$ cat src/rtl/morse_serializer_if.sv
// Handshake/data bundle for morse_serializer.
// Master drives requests; slave returns status and the serial line.
interface morse_serializer_if #(
  parameter int PAT_W = 16,
  parameter int LEN_W = 5
);
  logic             start;
  logic             abort;
  logic [PAT_W-1:0] pattern;
  logic [LEN_W-1:0] length;
  logic             ready;
  logic             busy;
  logic             morse_code;
  logic             done;

  modport master (
    output start, abort, pattern, length,
    input  ready, busy, morse_code, done
  );

  modport slave (
    input  start, abort, pattern, length,
    output ready, busy, morse_code, done
  );
endinterface

$ cat src/rtl/morse_serializer.sv
// Morse/on-off keying serializer: shifts a captured pattern out
// MSB first, one unit per TICK_DIV cycles, then a fixed low gap.
module morse_serializer #(
  parameter int PAT_W     = 16,
  parameter int LEN_W     = 5,
  parameter int TICK_DIV  = 25000000,
  parameter int GAP_UNITS = 3
) (
  input  logic                clock,
  input  logic                reset,
  morse_serializer_if.slave   bus
);

  localparam int TW = (TICK_DIV > 1) ? $clog2(TICK_DIV) : 1;
  localparam int GW = (GAP_UNITS > 1) ? $clog2(GAP_UNITS) : 1;

  typedef enum logic [1:0] {IDLE, SEND, GAP} state_t;

  state_t           r_state, w_state;
  logic [TW-1:0]    r_tick, w_tick;
  logic [PAT_W-1:0] r_pat, w_pat;
  logic [LEN_W-1:0] r_rem, w_rem, w_eff;
  logic [GW-1:0]    r_gap, w_gap;
  logic             r_code, w_code;
  logic             r_done, w_done;
  logic             w_wrap, w_last_gap;

  assign w_wrap     = (r_tick == TW'(TICK_DIV - 1));
  assign w_last_gap = (int'(r_gap) == GAP_UNITS - 1);
  assign w_eff      = (int'(bus.length) > PAT_W) ?
                      LEN_W'(PAT_W) : bus.length;

  assign bus.ready      = (r_state == IDLE);
  assign bus.busy       = (r_state != IDLE);
  assign bus.morse_code = r_code;
  assign bus.done       = r_done;

  always_comb begin
    w_state = r_state;
    w_tick  = r_tick;
    w_pat   = r_pat;
    w_rem   = r_rem;
    w_gap   = r_gap;
    w_code  = r_code;
    w_done  = 1'b0;
    unique case (r_state)
      IDLE: begin
        w_tick = '0;
        w_code = 1'b0;
        if (bus.start && (bus.length != '0)) begin
          w_state = SEND;
          w_pat   = bus.pattern;
          w_rem   = w_eff;
          w_code  = bus.pattern[PAT_W-1];
        end
      end
      SEND: begin
        w_tick = w_wrap ? '0 : r_tick + TW'(1);
        // abort wins over a coincident unit boundary
        if (bus.abort) begin
          w_state = IDLE;
          w_tick  = '0;
          w_pat   = '0;
          w_rem   = '0;
          w_gap   = '0;
          w_code  = 1'b0;
        end else if (w_wrap) begin
          if (r_rem == LEN_W'(1)) begin
            w_pat  = '0;
            w_rem  = '0;
            w_gap  = '0;
            w_code = 1'b0;
            if (GAP_UNITS > 0) begin
              w_state = GAP;
            end else begin
              w_state = IDLE;
              w_done  = 1'b1;
            end
          end else begin
            w_pat  = r_pat << 1;
            w_rem  = r_rem - LEN_W'(1);
            w_code = r_pat[PAT_W-2];
          end
        end
      end
      GAP: begin
        w_tick = w_wrap ? '0 : r_tick + TW'(1);
        w_code = 1'b0;
        if (bus.abort) begin
          w_state = IDLE;
          w_tick  = '0;
          w_gap   = '0;
        end else if (w_wrap) begin
          if (w_last_gap) begin
            w_state = IDLE;
            w_gap   = '0;
            w_done  = 1'b1;
          end else begin
            w_gap = r_gap + GW'(1);
          end
        end
      end
      default: begin
        w_state = IDLE;
        w_tick  = '0;
        w_pat   = '0;
        w_rem   = '0;
        w_gap   = '0;
        w_code  = 1'b0;
      end
    endcase
  end

  always_ff @(posedge clock or negedge reset) begin
    if (!reset) begin
      r_state <= IDLE;
      r_tick  <= '0;
      r_pat   <= '0;
      r_rem   <= '0;
      r_gap   <= '0;
      r_code  <= 1'b0;
      r_done  <= 1'b0;
    end else begin
      r_state <= w_state;
      r_tick  <= w_tick;
      r_pat   <= w_pat;
      r_rem   <= w_rem;
      r_gap   <= w_gap;
      r_code  <= w_code;
      r_done  <= w_done;
    end
  end

endmodule

$ cat src/flat_wrapper.sv
// flat-port wrapper written by rule: the top's interface ports become plain ports
module morse_serializer_flat 
#(
  parameter int PAT_W     = 16,
  parameter int LEN_W     = 5,
  parameter int TICK_DIV  = 25000000,
  parameter int GAP_UNITS = 3
)
  (clock, reset, bus_start, bus_abort, bus_pattern, bus_length, bus_ready, bus_busy, bus_morse_code, bus_done);
  morse_serializer_if #(.PAT_W(PAT_W), .LEN_W(LEN_W)) bus_i ();
  input  logic clock;
  input  logic reset;
  input wire logic [$bits(bus_i.start)-1:0] bus_start;
  input wire logic [$bits(bus_i.abort)-1:0] bus_abort;
  input wire logic [$bits(bus_i.pattern)-1:0] bus_pattern;
  input wire logic [$bits(bus_i.length)-1:0] bus_length;
  output wire logic [$bits(bus_i.ready)-1:0] bus_ready;
  output wire logic [$bits(bus_i.busy)-1:0] bus_busy;
  output wire logic [$bits(bus_i.morse_code)-1:0] bus_morse_code;
  output wire logic [$bits(bus_i.done)-1:0] bus_done;
  assign bus_i.start = bus_start;
  assign bus_i.abort = bus_abort;
  assign bus_i.pattern = bus_pattern;
  assign bus_i.length = bus_length;
  assign bus_ready = bus_i.ready;
  assign bus_busy = bus_i.busy;
  assign bus_morse_code = bus_i.morse_code;
  assign bus_done = bus_i.done;
  morse_serializer #(.PAT_W(PAT_W), .LEN_W(LEN_W), .TICK_DIV(TICK_DIV), .GAP_UNITS(GAP_UNITS)) u_core (.clock(clock), .reset(reset), .bus(bus_i));
endmodule
$ cat config.mk
export PLATFORM = sky130hd
export DESIGN_NAME = morse_serializer_flat
export DESIGN_NICKNAME = d
export VERILOG_FILES = /design/src/rtl/morse_serializer_if.sv /design/src/rtl/morse_serializer.sv /design/src/flat_wrapper.sv
export SDC_FILE = /design/constraint.sdc
export NUM_CORES = 1
export LEC_CHECK = 0
export CORE_MARGIN = 5
export CORE_UTILIZATION = 28
export DETAILED_ROUTE_END_ITERATION = 12
export SYNTH_ARGS = -nofsm -noshare
export SYNTH_HDL_FRONTEND = slang
export SYNTH_SLANG_ARGS = --single-unit
$ cat constraint.sdc
create_clock -name clock -period 3.2 [get_ports clock]
set_clock_uncertainty 0.2 [all_clocks]
set_input_delay 0.8 -clock clock [delete_from_list [all_inputs] [get_ports clock]]
set_output_delay 0.8 -clock clock [all_outputs]
set_load 0.02 [all_outputs]
==> impl_results.md <==
* Outcome: finished, final reports clean
* Vias at ~2100
* Mapped Cells at approximately 270
* Final Max Tran Viols at 0
* Maximum clock path buffer count at 2
* N_diodes at 0
* Final cell count without fillers at about 440
* Ys flop type: dfrtp_1
* Port-buffer cells at 28
* Core area at around 0.0097 mm^2
* Share of cells above drive strength 1 at 0.106
* Metal2 WL at around 2.7 mm
* Clock Latency Late Sink at 0.32 ns
* Fmax at around 0.35 GHz
* Die height at about 110 um
* Seq/Total Area, Yosys at 0.461
* Synthesized area at around 0.0028 mm^2
* Cell family with most CP delay: buffers and inverters
* Tcrit/Tclk final at 0.903
* Wire per inst at roughly 14 um
* Crit end category: output port
* Setup TNS at 0 ns
* Reg2reg setup slack at 0.80 ns
* Htree depth at 2
* FF+latch count, synth at 51
* CTS resizes at 0
* FP Rows at 36
* Hold-fix buffers at CTS at 0
* Syn avg cell area at roughly 10 um^2
* Reg clk slew, reported paths at ~0.1 ns
* I/O Pins at 29
* Number of max-cap violations at 0
* Max incr delay on CP at about 0.68 ns
* Yosys cell types at 45
* First-pass GRT wire length at 10.5 mm
* RSZ-0062 raised after global routing: no
* Worst Path Buf+Inv at 2
* Via/cell ratio at 4.86
* Most frequent cells in the layout: dfrtp_1, nor2_1, clkdlybuf4s50_1
* DIE AREA at between 0.01 and 0.015 mm^2
* Worst Tran Pin Value at about 0.65 ns
* Crit path from: u_core.r_state[0]
* Clock sink count at between 50 and 60
* Initial Util at 0.284
* Num CTS Buffers at 5
* GP Congestion at 0.897
* Placed cell count at 427
* Final-report setup violation count at 0
* Initial antenna violation count at 0
* Crit path max fanout at 8
* DIE WIDTH at 109 um
* Post-synth ARST share at 1.00
* CP required at ~2.2 ns
* Metal-1 WL at roughly 3 mm
* Arrival @ worst endpoint at 1.89 ns
* Startpoint Class: register
* Static leakage at around 1.3 nW
* # fillers at around 1000
* End of the critical path: bus_ready
* Largest net degree at the start of global routing at 52
* R2r endpoint: u_core.r_pat[13]
* Post-DP HPWL at between 4 and 5 mm
* CTS root buffer: clkbuf_8
* Top sig layer: met4
* Metal3 WL at 321 um
* Setup Buffers After CTS at 0
* CTS tree: built
* Critical path depth at 3
* Hold Path Class: register to register
* EDFF count, synth at 0
* Ys Warns at 0
* Total Power at approximately 2.2 mW
* Peak supply drop at ~240 uV
* Vias in the first global route at 2173
* Grt ovf at 0
* All-Layer GR Usage at 0.109
* Hold Fails Final Rpt at 0
* Worst r2r src: u_core.r_state[0]
* Iteration-0 DRC Markers at between 100 and 150
* FF-to-FF path depth at 7
* Most common cell after layout, fill and taps aside: dfrtp_1
* Drt drc at 0
* Post-synthesis net count at about 300
* PwrDens at 667 mW/mm^2
* Crit path time final at between 2 and 3 ns
* Kind of critical path: register to output port
* Crit-path cells: inv_1, ha_1, clkdlybuf4s50_1
* TritonRoute pass-1 iters at 4
* Post-route ant nets at 0
* Fin nets at roughly 330
* Worst-path cell with the longest stage delay: clkdlybuf4s50_1
* Area growth, synth to finish at 19.8%
* Slew headroom at 0.570
* Aggregate routed wire length at 6.08 mm
## sequential cells by signal, summed over array words and instances (netlist names)
signal                 flops
u_core.bus.done            1
u_core.bus.morse_code      1
u_core.r_gap               2
u_core.r_pat              15
u_core.r_rem               5
u_core.r_state             2
u_core.r_tick             25
## Yosys cell counts, drive strengths merged, types with 4 or more instances
cell type   n  area [um^2]
nor3b       4         30.0
a221oi     14          123
nand3       7         35.0
buf         5         40.0
a21oi       8         51.3
ha          7         87.6
clkbuf      6         22.5
a2bb2oi    16          203
nor3        7         35.0
nor4        4         31.3
and3        6         37.5
and4        5         46.3
o21ai       5         25.0
nand2      20         75.1
nor2b       5         31.3
nand4       8         50.1
inv         9         33.8
nor2       34          128
a31oi       4         25.0
dfrtp      51         1280
xnor2      13          114
xor2       10         87.6
## worst min-delay path by stage
stage          slack [ns]  depth (start not counted)             from               to
2_1_floorplan        0.26                          1  u_core.r_gap[0]  u_core.bus.done
3_3_place_gp         0.28                          1  u_core.r_gap[0]  u_core.bus.done
3_5_place_dp         0.29                          1  u_core.r_gap[0]  u_core.bus.done
4_1_cts              0.29                          1  u_core.r_gap[0]  u_core.bus.done
5_1_grt              0.33                          1  u_core.r_gap[0]  u_core.bus.done
6_report             0.29                          1  u_core.r_gap[0]  u_core.bus.done
## where the power goes
group	internal [mW]	total (mW)	switching, mW
logic	0.457	0.908	0.451
registers	0.790	0.901	0.111
clock network	0.162	0.401	0.239
total	1.41	2.21	0.800
## kinds of logic (layout without fill, tap and decap cells)
logic type      after synthesis  in the layout  synth area share
xor+xnor                     23             23            0.0728
buf+inv                      20             53            0.0348
compound gates               57             57             0.184
simple gates                107            107             0.200
flops                        51             51             0.461
mux                           4              4            0.0154
fa+ha+maj                     7              7            0.0316
## routing by layer
layer,vias to the layer above,GRT usage
met1,1011,0.149
met5,-,0
met3,6,0.0241
li1,1047,-
met2,49,0.173
met4,0,0.0276
## through the flow
step	setup slack (ns)	cell area [um^2]	hold WS (ns)	utilization
floorplan	0.679	2770	0.256	-
global placement	0.429	3220	0.277	0.331
detailed placement	0.375	3220	0.286	0.331
CTS	0.292	3310	0.291	0.341
global route	0.210	3310	0.326	0.341
finish	0.311	3310	0.292	0.341
## area by class of cell
cell class / instances / area, um^2 / area share
Clock buffer: 5 / 68.8 / 0.0208
Clock inverter: 3 / 26.3 / 0.00793
Inverter: 9 / 33.8 / 0.0102
Multi-Input combinational cell: 198 / 1400 / 0.421
Sequential cell: 51 / 1280 / 0.385
Tap cell: 133 / 166 / 0.0502
Timing Repair Buffer: 36 / 348 / 0.105
(Power assumes the default switching activity.)
